--- config.mk ---
export PLATFORM = sky130hd
export DESIGN_NAME = fp_add_arbiter
export DESIGN_NICKNAME = d
export VERILOG_FILES = /design/src/rtl/fp_add_arbiter.sv
export SDC_FILE = /design/constraint.sdc
export NUM_CORES = 1
export LEC_CHECK = 0
export CAP_MARGIN = 5
export CORE_AREA = 5 5 152 154
export CTS_CLUSTER_DIAMETER = 60
export DETAILED_ROUTE_END_ITERATION = 8
export DIE_AREA = 0 0 157 159
export GPL_TIMING_DRIVEN = 0
export MAX_ROUTING_LAYER = met4
export PLACE_DENSITY = 0.78
export REMOVE_ABC_BUFFERS = 1
export SLEW_MARGIN = 20
export SYNTH_ARGS = -nofsm -noshare
export SYNTH_HDL_FRONTEND = slang
export SYNTH_SLANG_ARGS = --single-unit
--- constraint.sdc ---
create_clock -name clk -period 3.11 [get_ports clk]
set_input_delay 0.7775 -clock clk [delete_from_list [all_inputs] [get_ports clk]]
set_output_delay 0.7775 -clock clk [all_outputs]
set_load 0.005 [all_outputs]
--- src/rtl/fp_add_arbiter.sv ---
`default_nettype none
// ===========================================================================
// fp_add_arbiter : round-robin share of one pipelined FP32 adder, results
// routed back by tag. Optional macro FP_ADD_ARB_RELU_EN clamps negative sums.
// Rev 1.0
// ===========================================================================
module fp_add_arbiter #(
    parameter int N_REQ   = 4,
    parameter int ADD_LAT = 3
) (
    input  logic                clk,
    input  logic                rst_n,
    input  logic [N_REQ-1:0]    req_valid,
    output logic [N_REQ-1:0]    req_ready,
    input  logic [32*N_REQ-1:0] req_a,
    input  logic [32*N_REQ-1:0] req_b,
    input  logic [N_REQ-1:0]    req_sub,
    output logic                add_valid,
    output logic [31:0]         add_a,
    output logic [31:0]         add_b,
    input  logic [31:0]         add_sum,
    output logic [N_REQ-1:0]    rsp_valid,
    output logic [31:0]         rsp_data,
    output logic                busy
);
    localparam int            IDW = $clog2(N_REQ);
    localparam logic [IDW:0]  NR  = (IDW+1)'(N_REQ);

    logic [N_REQ-1:0] pending;
    logic [IDW-1:0]   ptr;
    logic [N_REQ-1:0] eligible;
    logic [IDW-1:0]   cand [N_REQ];
    logic [31:0]      op_a [N_REQ];
    logic [31:0]      op_b [N_REQ];
    logic             found;
    logic [IDW-1:0]   gidx;
    logic [IDW-1:0]   issue_id;
    logic             tag_v  [ADD_LAT];
    logic [IDW-1:0]   tag_id [ADD_LAT];
    logic [N_REQ-1:0] done;
    logic [31:0]      sum_act;

    assign eligible = req_valid & ~pending;

    // cand[i] is the index visited i-th when searching upward from ptr
    for (genvar i = 0; i < N_REQ; i++) begin : g_req
        localparam logic [IDW:0] OFF = (IDW+1)'(i);
        logic [IDW:0] sum_raw;
        logic [IDW:0] sum_wrap;
        assign sum_raw  = {1'b0, ptr} + OFF;
        assign sum_wrap = (sum_raw >= NR) ? (sum_raw - NR) : sum_raw;
        assign cand[i]  = sum_wrap[IDW-1:0];
        assign op_a[i]  = req_a[32*i +: 32];
        assign op_b[i]  = req_b[32*i +: 32] ^ {req_sub[i], 31'b0};
    end

    always_comb begin
        found = 1'b0;
        gidx  = '0;
        for (int k = 0; k < N_REQ; k++) begin
            if (!found && eligible[cand[k]]) begin
                found = 1'b1;
                gidx  = cand[k];
            end
        end
    end

    always_comb begin
        req_ready = '0;
        if (found) begin
            req_ready[gidx] = 1'b1;
        end
    end

    assign done = tag_v[ADD_LAT-1] ? (N_REQ'(1) << tag_id[ADD_LAT-1]) : '0;

`ifdef FP_ADD_ARB_RELU_EN
    assign sum_act = add_sum[31] ? 32'h0000_0000 : add_sum;
`else
    assign sum_act = add_sum;
`endif

    // Grant bookkeeping and operand issue
    always_ff @(posedge clk or negedge rst_n) begin
        if (!rst_n) begin
            pending   <= '0;
            ptr       <= '0;
            add_valid <= 1'b0;
            add_a     <= '0;
            add_b     <= '0;
            issue_id  <= '0;
        end else begin
            pending   <= (pending & ~done) | req_ready;
            add_valid <= found;
            if (found) begin
                ptr      <= (gidx == IDW'(N_REQ-1)) ? '0 : gidx + 1'b1;
                add_a    <= op_a[gidx];
                add_b    <= op_b[gidx];
                issue_id <= gidx;
            end
        end
    end

    // Tag pipeline fed from the issue stage so its tail lines up with add_sum
    always_ff @(posedge clk or negedge rst_n) begin
        if (!rst_n) begin
            for (int k = 0; k < ADD_LAT; k++) begin
                tag_v[k]  <= 1'b0;
                tag_id[k] <= '0;
            end
        end else begin
            tag_v[0]  <= add_valid;
            tag_id[0] <= issue_id;
            for (int k = 1; k < ADD_LAT; k++) begin
                tag_v[k]  <= tag_v[k-1];
                tag_id[k] <= tag_id[k-1];
            end
        end
    end

    always_ff @(posedge clk or negedge rst_n) begin
        if (!rst_n) begin
            rsp_valid <= '0;
            rsp_data  <= '0;
        end else begin
            rsp_valid <= done;
            if (tag_v[ADD_LAT-1]) begin
                rsp_data <= sum_act;
            end
        end
    end

    assign busy = |pending;

endmodule
`default_nettype wire

After elaboration in Yosys (flattened, before gate mapping):

Cells that the tools add are included.

* bits in registers: 118
* output and inout port bits: 106
* word-level logic and storage cells: 84

* add/sub/neg operators: 8
* $lt $le $gt $ge: 11
* equal/unequal tests: 1
* shift-type cells: 1
* mux-type cells: 31
* bitwise logic cells: 10
* reductions and logical operators: 8

Operators by type and width (number)
* binary-select mux 32 bit (select 2 bit): 2
* 2-to-1 mux 32 bit: 4
* XOR 32 bit: 4
* 2-to-1 mux 2 bit: 9
* < comparator 2 x 3 -> 1 bit (second input constant): 5
* >= comparator 3 bit (second input constant): 4
* 2-to-1 mux 1 bit: 9
* AND 4 bit: 2
* binary-select mux 1 bit (select 2 bit): 4
* 2-to-1 mux 4 bit: 2
* inverter 4 bit: 2
* subtractor 2 x 1 -> 2 bit (second input constant): 4
* adder 2 x 2 -> 3 bit (second input constant): 2
* logical AND 1 bit: 4
* bitwise OR 4 bit: 1
* OR reduction 4 bit: 1
* << shifter 1 x 2 -> 4 bit (first input constant): 1
* adder 2 x 1 -> 3 bit (second input constant): 1
* >= comparator 2 x 3 -> 1 bit (second input constant): 1
* zero test 1 bit: 3
* inverter 2 -> 3 bit: 1
* adder 2 x 1 -> 2 bit (second input constant): 1
* demux 1 bit (select 2 bit): 1
* equality test 2 bit (second input constant): 1
* >= comparator 2 x 1 -> 1 bit (second input constant): 1

Logic depth before layout (Yosys ltp):

Gate-level depths: netlist of run 1.

* word-level depth: 20
* gate-level depth with buffers: 10

Worst setup path after synthesis of run 1:

OpenSTA, ideal clock, no wires.

* path kind: input-to-output
* from: input port req_valid[1]
* to: output port req_ready[2]
* data arrival time: 2.129 ns
* path slack: 0.204 ns
* cell stages on the path: 8
* cell sequence: nand2b_1 > a31oi_2 > a22o_1 > buf_4 > clkinv_4 > buf_4 > ha_1 > and2_1

* word-level cells in the longest chain between the ends: 18

RTL lines
* start: declaration: RTL line 13 `input logic [N_REQ-1:0] req_valid,`
* AND 4 bit *: RTL line 43 `assign eligible = req_valid & ~pending;`
* binary-select mux 1 bit (select 2 bit): RTL line 61 `if (!found && eligible[cand[k]]) begin`
* 2-to-1 mux 1 bit (implied by the code): RTL line 61
* 2-to-1 mux 1 bit: RTL line 61
* zero test 1 bit: RTL line 61
* logical AND 1 bit: RTL line 61
* 2-to-1 mux 1 bit: RTL line 61
* zero test 1 bit: RTL line 61
* [2 not listed]
* zero test 1 bit: RTL line 61
* logical AND 1 bit: RTL line 61
* 2-to-1 mux 2 bit: RTL line 61
* < comparator 2 x 3 -> 1 bit (implied by the code) / >= comparator 2 x 1 -> 1 bit (equally long branches): RTL line 71 `req_ready[gidx] = 1'b1;`
* logical AND 1 bit (implied by the code): RTL line 71
* 2-to-1 mux 1 bit (implied by the code): RTL line 71
* demux 1 bit (select 2 bit): RTL line 71
* 2-to-1 mux 4 bit *: RTL line 70 `if (found) begin`
* end: declaration: RTL line 14 `output logic [N_REQ-1:0] req_ready,`

Every way passes the cells marked *; elsewhere a longest branch is shown, timed or not. The select of a mux whose other input is x is not followed.

Worst setup path in the final report of run 1:

* from: input port req_valid[2]
* to: output port req_ready[2]

The elaborated chain is that of the path after synthesis.

==> metrics.cfg, run 1 <==
[synth]
netlist-cell-type-count=40
synth_seq_area_share=0.4375
syn_avg_cell_area_um2=10.37
syn-cell-area_um2=6749
ys_warn_count=0
synthCells=651
synth_ff_type=dfrtp_1
synth_seq_cells=118
synth-edff-count=0
synth-async-reset-ratio=1.000

[place]
place_hpwl_um=20440
port_buffers=403
place_area_um2=11250
gp_congestion=0.8101

[sta]
timing.final.setup_violations=0
maxSlewViolCount=0
fin_crit_sh=0.9846
timing_hold_violations_final=0
period_minus_slack_ps=3062
relSlewSlack=0.4615
max_freq_ghz=0.3266
rsz0062_at_grt=false
worstMarginPinSlew_ps=807.8
whs_ps=294.5
skew_ps=16.21

[worst_setup_path]
reg2reg_depth=9
rr_startpoint=pending[3]$_DFF_PN0_
slowest_stage=a31oi_4
worstSetupPathType=input pin to output port
crit_chain=buf_2, nor3b_4, a31oi_4, clkbuf_16, a22o_4, buf_16, clkinv_16, ha_4, and2_4, buf_6
end_kind=output port
cp.required_ps=2330
r2r_slack_ps=570
startpoint=req_valid[2]
worstPathArrival_ps=2280
timing.rr.end=add_a[17]$_DFFE_PN0P_
path_max_fanout=4
cpPeakStageDelay_ps=260
crit_path_start_kind=input pin
crit_path_end=req_ready[2]

[finish]
diodes=0
fin_util=0.5724
nNetsFinal=1359
fill_cells=1807
ff_latch_area_um2=2955
finish.instance_area_um2=12340
multi_input_area_um2=3326
syn2layout_area_growth_pct=82.81
drive_above_1_share=0.1566

[detailed_routing]
route.met3.wl_um=2658
antenna_left=0
num_vias=7237
drt_wl_total_um=31160
top_layer_used=met4
drcViolationCount=0
drt-met1-wl_um=12140
dr_wl_met2_um=15810
dr.pass1.iters=8
vias_per_cell=5.349
drtIter0Drc=380
wl_per_cell_um=23.03

[global_route]
overflow=0
track_usage=0.2464
grt_pass1_wl_um=45930
grt_max_degree=72
grt_pass1_vias=7875
antenna_found_initial=0

[clocking]
clk_pin_slew_ps=60
cts_max_path_buffers=2
cts_buffers=17
clk_latency_ps=420
cts_sinks=118
cts_tree=built
htreeDepth=4
clock-root-buffer=clkbuf_16

[floorplanning]
pin_count=404
die_w_um=157
die_h_um=159
initial_core_util=0.3131
die_area_um2=24960
coreArea_um2=21550
num_rows=54

[outcome]
status=completed

[hold_path]
hold_class=input pin to async pin

[run]
cap_viol_max_count=0

[power]
peakVddDrop_mv=0.4441
leakage_nw=5.257
powerDensity_nw_per_um2=1025

layout by cell type (no fill, tap or decap), types with 5 or more instances in the layout:
master           Yosys  final
clkdlybuf4s50_1      0    394
mux2_2              32     32
buf_4                3     23
nand2_1              8      8
buf_16               0      8
inv_1               66     66
dfrtp_1            118    116
nor2_1              72     72
buf_6                9      7
a221oi_1            63     63
clkbuf_16            0     19
a211oi_2            23     23
bufbuf_16            0      5
a211oi_1           103    103
mux2i_1             65     65
state kept, by name (all words and copies together) (netlist names):
register and count:
add_a 32, add_b 32, add_valid 1, issue_id 2, pending 4, ptr 2
rsp_data 32, rsp_valid 4, tag_id 6, tag_v 3
power breakdown:
group          leakage (nW)  total (mW)  switching, mW  internal, mW
logic                  3.60        7.73           3.77          3.96
clock network         0.292        2.03          0.804          1.22
registers              1.37        2.89          0.533          2.36
stage by stage:
step	TNS (ps)	total power [mW]	worst slack, ps	instances
final	0	12.65	48.01	1353
after global routing	0	13.33	7.763	1353
after CTS	-14.94	12.52	-14.94	1346
after detailed placement	-107870	9.629	-2630	1287
after global placement	-994400	9.019	-8761	1269
after floorplan	-238620	6.004	-3948	586
Yosys cell counts, types with 2 or more instances:
cell type / n / area, um^2
a221oi_1: 63 / 551.8
clkbuf_1: 39 / 146.4
nor3b_2: 2 / 25.02
dfrtp_1: 118 / 2953
buf_1: 3 / 11.26
buf_6: 9 / 101.4
o21ai_0: 2 / 10.01
nand2b_1: 3 / 18.77
inv_1: 66 / 247.7
a211oi_2: 23 / 287.8
buf_2: 10 / 50.05
and3_1: 2 / 12.51
buf_4: 3 / 22.52
mux2i_1: 65 / 650.6
nand2_1: 8 / 30.03
o22ai_1: 2 / 12.51
nor2b_1: 2 / 12.51
xor2_1: 4 / 35.03
a211oi_1: 103 / 773.2
a31oi_2: 2 / 25.02
mux2_2: 32 / 360.4
nor2_1: 72 / 270.3
cell type report:
cell class / count / area share
multi-input cells: 400 / 0.2695
flip-flops and latches: 118 / 0.2395
repair buffers: 451 / 0.3865
clock buffers: 18 / 0.03559
repair inverters: 3 / 0.003042
well taps: 280 / 0.02839
inverters: 69 / 0.02414
clock inverters: 14 / 0.01328
worst min path at each step:
stage	depth (start not counted)	slack, ps	to	start
3_3_place_gp	0	330	tag_id[1]$_DFF_PN0_	tag_id[3]$_DFF_PN0_
4_1_cts	1	300	add_a[29]$_DFFE_PN0P_	rst_n
2_1_floorplan	0	330	tag_id[0]$_DFF_PN0_	tag_id[2]$_DFF_PN0_
6_report	1	290	add_a[29]$_DFFE_PN0P_	rst_n
5_1_grt	1	330	add_a[29]$_DFFE_PN0P_	rst_n
3_5_place_dp	0	330	tag_id[2]$_DFF_PN0_	tag_id[4]$_DFF_PN0_
layer usage:
layer	vias up	global-route usage
met3	48	0.05355
met1	3522	0.2930
met5	-	-
met2	409	0.4145
li1	3258	-
met4	0	0.07890
kinds of logic after synthesis:
group / share of synthesized area
AO/OA/AOI/OAI: 0.2566
XOR/XNOR: 0.005190
adder cells (fa/ha/maj): 0.001854
buffers and inverters: 0.08899
flip-flops: 0.4375
multiplexers: 0.1498
AND/OR/NAND/NOR: 0.06007
critical path, delay by kind of cell:
family / cells / cell delay [ps]
adders and majority gates: 1 / 150
AOI/OAI and AO/OA: 2 / 400
and+or+nand+nor: 2 / 290
buffers and inverters: 5 / 650
timing repair:
action,in CTS,in global routing
endpoints found under the setup margin,73,3
gates cloned,9,1
pin swaps,6,5
endpoints found under the hold margin,0,0
hold buffers,0,0
setup buffers,20,6
resized for setup,46,6
Note: power is estimated with default switching activity, not from simulation.
==> inputs of run 2 (changes only) <==
GPL_TIMING_DRIVEN = unset   (was 0)
==> run 2 against run 1 <==
Against the previous run: critical path depth shrank 2; critical endpoint unchanged; routed wire length shrank 12%; combinational power shrank 15%; clock skew shrank 6.6 ps; die area is the same; global-route usage shrank 2.8 points.
==> metrics.cfg, run 2 (synthesis results as in run 1) <==
[outcome]
status=completed

[finish]
reg_top3=add_a (32), add_b (32), rsp_data (32)
ff_latch_area_um2=2953
syn2layout_area_growth_pct=73.95
drive_above_1_share=0.1338
layout_common_cells=clkdlybuf4s50_1 (394), dfrtp_1 (118), a211oi_1 (103), nor2_1 (71), inv_1 (66)
layout_commonest_cell=clkdlybuf4s50_1
diodes=0
fin_util=0.5447
multi_input_area_um2=3293
fill_cells=1919
nNetsFinal=1340

[global_route]
grt_use_met1=0.2548
track_usage=0.2182
grt_max_degree=64
use_met2=0.3597
grt_pass1_vias=7461
globalRouteMet3Util=0.05300
top_usage_layer=met2
overflow=0
antenna_found_initial=0
grt_pass1_wl_um=41430

[clocking]
cts_sinks=118
cts_max_path_buffers=2
hold_buffers=0
cts_buffers=17
clk_pin_slew_ps=60
cts_tree=built
htreeDepth=4
clock-root-buffer=clkbuf_16
clk_latency_ps=410

[worst_setup_path]
crit_path_start_kind=input pin
r2r_slack_ps=520
crit_family=buffers and inverters
worstSetupPathType=input pin to output port
path_max_fanout=5
worstPathArrival_ps=2270
cpPeakStageDelay_ps=310
crit_chain=dlygate4sd2_1, nor3b_2, a31oi_4, a22o_4, clkinv_4, ha_2, and2_4, dlygate4sd2_1
path_buf_inv=3
slowest_stage=nor3b_2
crit_top_cell=dlygate4sd2_1
cp.required_ps=2330
end_kind=output port

[detailed_routing]
dr.pass1.iters=5
antenna_left=0
drt_wl_total_um=27430
drcViolationCount=0
num_vias=7081
wl_per_cell_um=20.56
drtIter0Drc=348
vias_per_cell=5.308

[power]
leakage_nw=4.974
powerDensity_nw_per_um2=962.0
peakVddDrop_mv=0.6088

[place]
port_buffers=403
dpl_worst_slack_ps=-681.8
place_hpwl_um=19930
gp_congestion=0.8285

[run]
cap_viol_max_count=0

[sta]
period_minus_slack_ps=3052
max_freq_ghz=0.3277
worstMarginPinSlew_ps=865.9
finalWorstSetupSlack_ps=58.18
skew_ps=9.658
fin_crit_sh=0.9813
maxSlewViolCount=0
timing.final.setup_violations=0
timing_hold_violations_final=0
relSlewSlack=0.4227
rsz0062_at_grt=false

[hold_path]
hold_class=input pin to async pin

[floorplanning]
pin_count=404
die_w_um=157
initial_core_util=0.3131
coreArea_um2=21550
die_h_um=159
num_rows=54
die_area_um2=24960

## run 2: final timing paths
kind,startpoint,end,cells after the start
min reg2reg,tag_id[2]$_DFF_PN0_,tag_id[0]$_DFF_PN0_,0
max reg2reg,pending[1]$_DFF_PN0_,add_a[4]$_DFFE_PN0P_,6
max in group asynchronous,rst_n,add_a[23]$_DFFE_PN0P_,2
max,req_valid[2],req_ready[2],8
min in group clk,tag_id[2]$_DFF_PN0_,tag_id[0]$_DFF_PN0_,0
min,rst_n,add_a[29]$_DFFE_PN0P_,1
## run 2: repair_timing
| action | in CTS | in global routing |
|---|---|---|
| setup buffers | 4 | 0 |
| pin swaps | 3 | 0 |
| gates resized for setup | 19 | 3 |
| setup endpoints to repair | 4 | 2 |
## run 2: through the flow
stage               power, mW  instance area [um^2]  setup TNS [ps]  instances  hold slack, ps
floorplan               6.004                  6412         -238620        586           331.2
global placement        9.194                 11130           -1847       1300           333.8
detailed placement      9.361                 11130           -2195       1300           335.5
CTS                     11.34                 11740               0       1334           240.9
global route            12.01                 11740               0       1334           251.8
finish                  11.29                 11740               0       1334           253.4
## run 2: area by class of cell
cell class,count,share of cell area
timing repair buffer,436,0.3676
multi-input combinational,399,0.2805
sequential,118,0.2515
clock buffer,18,0.03741
tap,280,0.02984
inverter,69,0.02249
clock inverter,14,0.01066
## run 2: worst register-to-register path, cell delays in order (launching register included)
cell      delay [ps]
dfrtp_1          430
nand2b_2         280
a31oi_4          230
buf_4            670
a221oi_1         240
a211oi_1         510
a211oi_2          90
## run 2: per-layer routing
layer | share of wire | routed length [um]
met5 | 0 | 0
met4 | 0.031 | 860
met3 | 0.093 | 2541
met2 | 0.49 | 13570
met1 | 0.38 | 10460
## run 2: report_power, final
group / total (mW) / internal [mW] / switching, mW
Combinational: 6.56 / 3.27 / 3.28
Sequential: 2.84 / 2.36 / 0.488
Clock: 1.89 / 1.12 / 0.768
==> inputs of run 3 (changes only) <==
SLEW_MARGIN = unset   (was 20)
==> results of run 3 <==
The final DEF is identical to that of run 2; final timing and power are the same.
